## src/rtl/cpu_pkg.sv

```systemverilog
// cpu_pkg: shared opcodes, ACC source encodings, widths and state type for the accumulator CPU
package cpu_pkg;
  localparam int DATA_W_DEF = 4;
  localparam int PC_W_DEF = 4;
  localparam logic [3:0] OP_NOP = 4'b0000;
  localparam logic [3:0] OP_ADD = 4'b0001;
  localparam logic [3:0] OP_SUB = 4'b0010;
  localparam logic [3:0] OP_NOR = 4'b0011;
  localparam logic [3:0] OP_LDR = 4'b0100;
  localparam logic [3:0] OP_STR = 4'b0101;
  localparam logic [3:0] OP_JZR = 4'b0110;
  localparam logic [3:0] OP_JZI = 4'b0111;
  localparam logic [3:0] OP_JCR = 4'b1000;
  localparam logic [3:0] OP_JCI = 4'b1010;
  localparam logic [3:0] OP_SHL = 4'b1011;
  localparam logic [3:0] OP_SHR = 4'b1100;
  localparam logic [3:0] OP_LDI = 4'b1101;
  localparam logic [3:0] OP_HALT = 4'b1111;
  localparam logic [1:0] ACC_IMM = 2'b00;
  localparam logic [1:0] ACC_ALU = 2'b01;
  localparam logic [1:0] ACC_REG = 2'b10;
  localparam logic [1:0] ACC_HOLD = 2'b11;
  typedef enum logic {FETCH0, RUN} state_t;
endpackage

```

## src/rtl/cpu_alu.sv

```systemverilog
// cpu_alu: combinational ALU, (i_a, i_b, i_sel) -> (o_res, o_carry); unknown codes pass i_a with carry 0
module cpu_alu
  import cpu_pkg::*;
#(
  parameter int W = DATA_W_DEF
) (
  input  logic [W-1:0] i_a,
  input  logic [W-1:0] i_b,
  input  logic [3:0]   i_sel,
  output logic [W-1:0] o_res,
  output logic         o_carry
);
  always_comb begin
    {o_carry, o_res} = {1'b0, i_a};
    case (i_sel)
      OP_ADD: {o_carry, o_res} = {1'b0, i_a} + {1'b0, i_b};
      OP_SUB: begin
        o_res = i_a - i_b;
        o_carry = i_b > i_a;
      end
      OP_NOR: o_res = ~(i_a | i_b);
      OP_SHR: {o_res, o_carry} = {1'b0, i_a};
      OP_SHL: {o_carry, o_res} = {i_a, 1'b0};
      default: ;
    endcase
  end
endmodule

```

## src/rtl/cpu_datapath.sv

```systemverilog
// cpu_datapath: PC, IR, ACC, carry, 16-entry register file and ALU of the accumulator CPU
//   in : CLK, CLB (async active-low reset), Instr (ROM word at PCAddr), controller strobes
//        LoadIR/IncPC/SelPC/LoadPC/LoadReg/LoadAcc, SelAcc (ACC source), SelALU (ALU op)
//   out: PCAddr (next PC, ROM address), Opcode (IR[7:4]), Z (ACC != 0), C (carry), Halted
module cpu_datapath
  import cpu_pkg::*;
#(
  parameter int DATA_W = DATA_W_DEF,
  parameter int PC_W = PC_W_DEF
) (
  input  logic              CLK,
  input  logic              CLB,
  input  logic [7:0]        Instr,
  input  logic              LoadIR,
  input  logic              IncPC,
  input  logic              SelPC,
  input  logic              LoadPC,
  input  logic              LoadReg,
  input  logic              LoadAcc,
  input  logic [1:0]        SelAcc,
  input  logic [3:0]        SelALU,
  output logic [PC_W-1:0]   PCAddr,
  output logic [3:0]        Opcode,
  output logic              Z,
  output logic              C,
  output logic              Halted
);
  state_t r_state;
  logic [PC_W-1:0] r_pc;
  logic [7:0] r_ir;
  logic [DATA_W-1:0] r_acc;
  logic r_c;
  logic [DATA_W-1:0] r_regs [16];
  logic w_run;
  logic [3:0] w_operand;
  logic [DATA_W-1:0] w_imm, w_r, w_alu_res, w_acc_d;
  logic w_alu_c;
  logic [PC_W-1:0] w_next_pc;
  assign w_run = r_state == RUN;
  assign w_operand = r_ir[3:0];
  assign w_imm = DATA_W'(w_operand);
  assign w_r = r_regs[w_operand];
  assign w_next_pc = LoadPC ? (SelPC ? PC_W'(w_imm) : PC_W'(w_r)) :
                     IncPC ? r_pc + PC_W'(1) : r_pc;
  // FETCH0 always fetches address 0, whatever the (possibly unknown) strobes say
  assign PCAddr = w_run ? w_next_pc : '0;
  assign Opcode = r_ir[7:4];
  assign Z = |r_acc;
  assign C = r_c;
  assign Halted = w_run && Opcode == OP_HALT;
  assign w_acc_d = SelAcc == ACC_IMM ? w_imm :
                   SelAcc == ACC_ALU ? w_alu_res :
                   SelAcc == ACC_REG ? w_r : r_acc;
  cpu_alu #(.W(DATA_W)) u_alu (
    .i_a(r_acc),
    .i_b(w_r),
    .i_sel(SelALU),
    .o_res(w_alu_res),
    .o_carry(w_alu_c)
  );
  always_ff @(posedge CLK or negedge CLB) begin
    if (!CLB) begin
      r_state <= FETCH0;
      r_pc <= '0;
      r_ir <= '0;
      r_acc <= '0;
      r_c <= 1'b0;
    end else if (!w_run) begin
      r_state <= RUN;
      r_pc <= '0;
      r_ir <= Instr;
    end else begin
      r_pc <= w_next_pc;
      if (LoadIR) r_ir <= Instr;
      if (LoadAcc) r_acc <= w_acc_d;
      if (LoadAcc && SelAcc == ACC_ALU) r_c <= w_alu_c;
    end
  end
  // the register read above sees the pre-edge value even when it is written this edge
  always_ff @(posedge CLK or negedge CLB) begin
    if (!CLB) begin
      for (int i = 0; i < 16; i++) r_regs[i] <= '0;
    end else if (w_run && LoadReg) begin
      r_regs[w_operand] <= r_acc;
    end
  end
endmodule

```

## config.mk

```make
export PLATFORM = sky130hd
export DESIGN_NAME = cpu_datapath
export DESIGN_NICKNAME = d
export VERILOG_FILES = /design/src/rtl/cpu_pkg.sv /design/src/rtl/cpu_alu.sv /design/src/rtl/cpu_datapath.sv
export SDC_FILE = /design/constraint.sdc
export NUM_CORES = 1
export LEC_CHECK = 0
export BUFFER_PORTS_ARGS = -buffer_cell sky130_fd_sc_hd__buf_2
export CAP_MARGIN = 20
export CORE_ASPECT_RATIO = 2
export CORE_MARGIN = 5
export CORE_UTILIZATION = 40
export DETAILED_ROUTE_END_ITERATION = 12
export GPL_TIMING_DRIVEN = 0
export SLEW_MARGIN = 15
export SYNTH_ARGS = -nofsm -noshare
export SYNTH_HDL_FRONTEND = slang
export SYNTH_SLANG_ARGS = --single-unit
```

## constraint.sdc

```tcl
create_clock -name CLK -period 4.3 [get_ports CLK]
set_input_delay 0.215 -clock CLK [delete_from_list [all_inputs] [get_ports CLK]]
set_output_delay 0.215 -clock CLK [all_outputs]
set_load 0.1 [all_outputs]
```

# Word-level counts from Yosys, hierarchy flattened
# Index checks and enable logic that the tools add are counted.
[totals]
register_bits = 82
input_bits = 22
[classes]
n_lt_le_gt_ge = 3
n_bitwise = 3
n_eq_ne = 10
reduce_logical = 9
mux = 17
n_addsub = 3
[op_table]
columns = ["op", "count"]
rows = [
  ["bitwise mux 64 bit", 1],
  ["2-to-1 mux 4 bit", 10],
  ["case mux 4 bit (5 select lines)", 1],
  ["binary-select mux 4 bit (select 4 bit)", 1],
  ["demux 4 bit (select 4 bit)", 1],
  ["2-to-1 mux 8 bit", 2],
  ["== test 4 bit, second input constant", 3],
  ["== test 4 x 2 -> 1 bit, second input constant", 2],
  ["!= test 7 x 2 -> 1 bit, second input constant", 1],
  ["adder 4 x 4 -> 5 bit", 1],
  [">= comparator 5 bit, second input constant", 1],
  ["< comparator 5 x 1 -> 1 bit, second input constant", 1],
  ["NOT 4 -> 5 bit", 1],
  ["adder 4 x 1 -> 4 bit, second input constant", 1],
  ["== test 4 x 1 -> 1 bit, second input constant", 1],
  ["> comparator 4 bit", 1],
  ["logical AND 1 bit", 4],
  ["NOT 4 bit", 1],
  ["bitwise OR 4 bit", 1],
  ["case mux 1 bit (4 select lines)", 1],
  ["AND reduction 4 bit", 1],
  ["OR reduction 4 bit", 1],
  ["subtractor 4 bit", 1],
  ["nonzero test 3 bit", 1],
  ["5 further kinds", 5],
]

# Longest topological paths before layout
[logic_depth]
depth_word = 9
mapped_depth = 15
mapped_depth_nobuf = 14

# Hierarchy
# From an unflattened synthesis, not the netlist that was laid out.
[unflattened]
hier_cells = 388
area_unflattened_um2 = 4630.7
[modules_own_cells]
columns = ["mod", "cells_each", "n_inst", "area_each_um2"]
rows = [
  ["cpu_datapath", 299, 1, 4017.6],
  ["cpu_alu", 89, 1, 613.1],
]

# Worst setup path after synthesis
# OpenSTA, ideal clock, no wires.
[synth_path]
path_kind = "reg2reg"
startpoint = "reg r_ir[0]"
endpoint = "reg r_acc[1]"
arrival_ns = 3.140
period_less_slack_ns = 3.218
setup_slack_ns = 1.082
path_stages_with_launch = 15
path_cell_list = "dfrtp_1 buf_6 mux4_1 mux2_2 nand2_1 o21a_1 inv_2 ha_1 fa_1 nor2b_1 o211ai_1 a22oi_1 a2111oi_0 a221oi_2 a21oi_1"
[synth_via]
elab_chain_len = 9
elab_cells_between_ends = 12
classes_between = "2 x add/sub; 7 x mux; 3 x bitwise"
[synth_rtl]
columns = ["element", "line_no", "text"]
rows = [
  ["start, declared", "cpu_datapath.sv:30", "logic [7:0] r_ir;"],
  ["start signal, assigned", "cpu_datapath.sv:71", "r_ir <= Instr;"],
  ["start signal, assigned", "cpu_datapath.sv:74", "if (LoadIR) r_ir <= Instr;"],
  ["NOT 4 -> 5 bit (not written as such) (*)", "cpu_datapath.sv:42", "assign w_r = r_regs[w_operand];"],
  ["binary-select mux 4 bit (select 4 bit) (*)", "cpu_datapath.sv:42", ""],
  ["2-to-1 mux 4 bit (not written as such) (*) (2 in series)", "cpu_datapath.sv:42", ""],
  ["parallel branches: the longest is 3 deep, another holds subtractor 4 bit", "-", ""],
  ["2-to-1 mux 4 bit (*)", "cpu_datapath.sv:52", "SelAcc == ACC_ALU ? w_alu_res :"],
  ["2-to-1 mux 4 bit (*)", "cpu_datapath.sv:51", "assign w_acc_d = SelAcc == ACC_IMM ? w_imm :"],
  ["end signal, assigned", "cpu_datapath.sv:75", "if (LoadAcc) r_acc <= w_acc_d;"],
  ["end, declared", "cpu_datapath.sv:31", "logic [DATA_W-1:0] r_acc;"],
]
# Mark *: on every way between the ends. The select of a mux whose other input is x is not followed.
# A chain may end at the register's enable or synchronous reset.

# Worst setup path in the final report
[layout_path]
startpoint = "reg r_ir[2]"
endpoint = "reg r_acc[1]"
# The elaborated chain is that of the path after synthesis.

==> key figures <==
Die
  – Die H: 159.7 µm
  – Initial core utilization: 0.4094
  – Die W: 84.84 µm
  – Row Count: 54
  – Io pins: 33
  – Area of the die: ~14,000 µm²
  – Core ar.: 10,950 µm²

Setup path
  – Reg2reg end: r_acc[1]
  – R2R Setup Slk: 0.46 ns
  – Slowest CP cell: clkbuf_1
  – Buffers and inverters on the worst path: 2
  – Critical-path cell list: clkbuf_1 > mux4_2 > mux2i_1 > o21a_1 > inv_2 > ha_1 > fa_1 > nor2b_1 > o211ai_1 > a22oi_1 > a2111oi_0 > a221oi_2 > a21oi_1
  – Worst-path fanout max: 10
  – Crit path DAT: just over 4 ns
  – CP Class: register to register
  – CP delay by family, top: compound AO/OA/AOI/OAI gates
  – Setup crit end kind: register
  – Cells on worst reg2reg path: 13
  – Critical Path Source Type: register
  – Max incr delay on CP: 0.56 ns
  – Reg-to-Reg Start: r_ir[2]
  – WP data required: between 4 and 5 ns

Synth
  – Seq cells post-synth: between 80 and 90
  – Synth area leader: dfrtp_1
  – Post-synthesis sequential area ratio: 0.4580
  – Dominant synthesized flop cell: dfrtp_1
  – Synth unique cells: 56
  – Post-synthesis mux area share: 0.2368
  – Most common cell in the netlist: dfrtp_1
  – Mapped Area: between 4000 and 5000 µm²
  – Compound-cell area share of the yosys netlist: 0.1086
  – Yosys Warn Count: 0
  – Commonest cells in the netlist: dfrtp_1, mux2_2, nand2_1
  – Adder-Cell Fraction of Synth Area: 0.05306
  – Post-synth EDFFs: 0
  – Post-synth top area share: 0.4580
  – Synth Area per Inst: about 12 µm²
  – Synth Area in XOR/XNOR: 0.01173
  – Synthesized Nets: between 400 and 500
  – Asr flop ratio synth: 1.000
  – Combinational family with the most area after synthesis: multiplexers
  – Ranking of synthesized cells by area: dfrtp_1, mux2_2, mux4_2
  – Cells after Synth: 378
  – Post-synthesis simple-gate area fraction: 0.09132

Pwr
  – Switching share of power: 0.3324
  – Internal: ~2 mW
  – Sequential power share: 0.380
  – P per Cell Area: 589.5 nW/µm²
  – Clock power frac: 0.292
  – Leakage: 2.324 nW
  – NetSw: 1.018 mW
  – Combinational share of power: 0.328
  – Peak supply drop: around 0.23 mV

Timing
  – Setup_tns: 0 ns
  – Slew Viols, Final: 0
  – Final setup vio count: 0
  – Max Freq: 260.6 MHz
  – Final Hold Vio Count: 0
  – Relative slew margins: 0.5404
  – Final min period: between 3 and 4 ns
  – Clock Skew: between 0.007 and 0.008 ns
  – Unrepaired setup endpoints after global routing: no
  – Tcrit/Tclk final: 0.8923
  – Worst Tran Pin Value: 0.6894 ns

Drt
  – Met3 routed WL: roughly 220 µm
  – Via density: 5.557
  – DRT antenna net count: 0
  – Routed WL per cell: 20.33 µm
  – Highest routed layer: met4
  – Met1 Wirelength: 4.135 mm
  – DRC: 0
  – DR iter-0 viols: 194
  – DR vias: around 3,100
  – Final WL: 11.50 mm
  – First-pass iteration count of the detailed router: 4
  – WL met2: between 6 and 7 mm

Global route
  – Largest net degree at the start of global routing: 63
  – Initial antenna violation count: 0
  – GR Overflow Total: 0
  – First-pass GRT wire length: 18.38 mm
  – Total track usage: 0.1778
  – Vias in the first global route: 3,366

Finish
  – Layout Nets: 460
  – Share of cells above drive strength 1: 0.3005
  – ANT cells: 0
  – Area Growth Syn to Fin: 16.00%
  – Design area: 5197 µm²

CTS
  – # clock sinks: approximately 80
  – CTS tree: built
  – Post_cts resized: 0
  – Depth of the CTS H-tree: 3
  – CTS max path bufs: 2
  – CTS Buf Count: 9
  – CTS clk-pin slew, worst paths: 0.06 ns
  – Root Driver: clkbuf_16
  – Clk Latency, worst-skew pair: 0.34 ns

Hold path
  – Hold path cells: 2
  – Min-Delay Startpoint: Instr[5]
  – Tightest Hold Check Type: input pin to register
  – Hold path endpoint: r_ir[5]

Place
  – PortBufs: 30
  – Placed Instance Area: 4836 µm²
  – Routability-driven placement congestion ratio: 0.8987
  – Final HPWL DP: between 8 and 9 mm

Run
  – Max-Cap Viols: 0

Status
  – Status: completed
## final cells by class
class | count | area (µm²)
clock inverters | 6 | 112.6
inverters | 13 | 48.80
multi-input cells | 260 | 2251
flip-flops and latches | 82 | 2052
fillers | 1037 | 5748
plain buffers | 23 | 128.9
repair buffers | 32 | 190.2
clock buffers | 10 | 239.0
well taps | 140 | 175.2
## power by group through the flow
stage	clock network (mW)	registers, mW	logic, mW
finish	0.895	1.16	1.01
global route	0.942	1.19	1.11
CTS	0.908	1.16	1.01
detailed placement	0	1.17	0.999
global placement	0	1.16	0.973
floorplan	0	1.13	0.749
## metrics by stage
step | worst slack, ns | utilization | cells | hold slack, ns | power [mW]
finish | 0.4630 | 0.4749 | 566 | 0.1068 | 3.064
global route | 0.2173 | 0.4749 | 566 | 0.1032 | 3.240
CTS | 0.4995 | 0.4749 | 566 | 0.1041 | 3.075
detailed placement | 0.5613 | 0.4418 | 549 | 0.1225 | 2.173
global placement | 0.4750 | 0.4391 | 548 | 0.4489 | 2.128
floorplan | 1.082 | - | 378 | -0.08059 | 1.877
## layout by cell type (no fill, tap or decap), drive strengths merged, types with 2 or more instances in the layout
cell and instances:
a22oi 3, nand4 3, clkbuf 23, a2111oi 2, nor2b 5, xnor2 4, nand2 37, ha 15
mux2 55, dfrtp 82, a22o 2, nor3 4, a21oi 13, nor2 22, o21bai 2, mux2i 4
nand3 7, clkinv 3, a21o 2, o211ai 2, a221oi 3, o21a 2, nand2b 5, buf 41
bufinv 3, mux4 17, inv 13, xor2 2, o21ai 28, a31oi 2, a32o 2, a211oi 2
fa 2
## metal layers
| layer | track usage | up-vias |
|---|---|---|
| met5 | 0 | - |
| met4 | 0.08718 | 0 |
| met3 | 0.02114 | 23 |
| met2 | 0.3365 | 62 |
| met1 | 0.1883 | 1600 |
| li1 | - | 1460 |
## state kept, by name, summed over array words and instances, names as in the netlist
register and flops:
r_pc 4, r_state 1, r_regs 64, r_acc 4
C 1, r_ir 8
## worst max path at each step
stage / from / end / slack (ns) / cells past startpoint
floorplan: r_ir[0] / r_acc[1] / 1.08 / 14
global placement: r_ir[2] / r_acc[1] / 0.47 / 13
detailed placement: r_ir[2] / r_acc[1] / 0.56 / 13
CTS: r_ir[2] / r_acc[1] / 0.50 / 13
global route: r_ir[2] / r_acc[1] / 0.22 / 13
finish: r_ir[2] / r_acc[1] / 0.46 / 13
## worst reg2reg max path: cells and delay by family, from the launching register on
| family | cells | cell delay (ns) |
|---|---|---|
| AND/OR/NAND/NOR | 1 | 0.14 |
| buffers and inverters | 2 | 0.66 |
| adder cells (fa/ha/maj) | 2 | 0.63 |
| AO/OA/AOI/OAI | 6 | 1.31 |
| multiplexers | 2 | 0.57 |
| flip-flops | 1 | 0.46 |
## cell families after synthesis
kind of cell / after synthesis
and+or+nand+nor: 88
DFF: 82
muxes: 76
AOI/OAI and AO/OA: 71
buffers and inverters: 36
adders and majority gates: 18
xor gates and xnor gates: 6
other: 1
## what timing repair did
| action | in CTS | in global routing |
|---|---|---|
| setup buffers | 0 | 0 |
| hold buffers | 1 | 0 |
| endpoints found under the hold margin | 20 | 0 |
(Power assumes the default switching activity.)
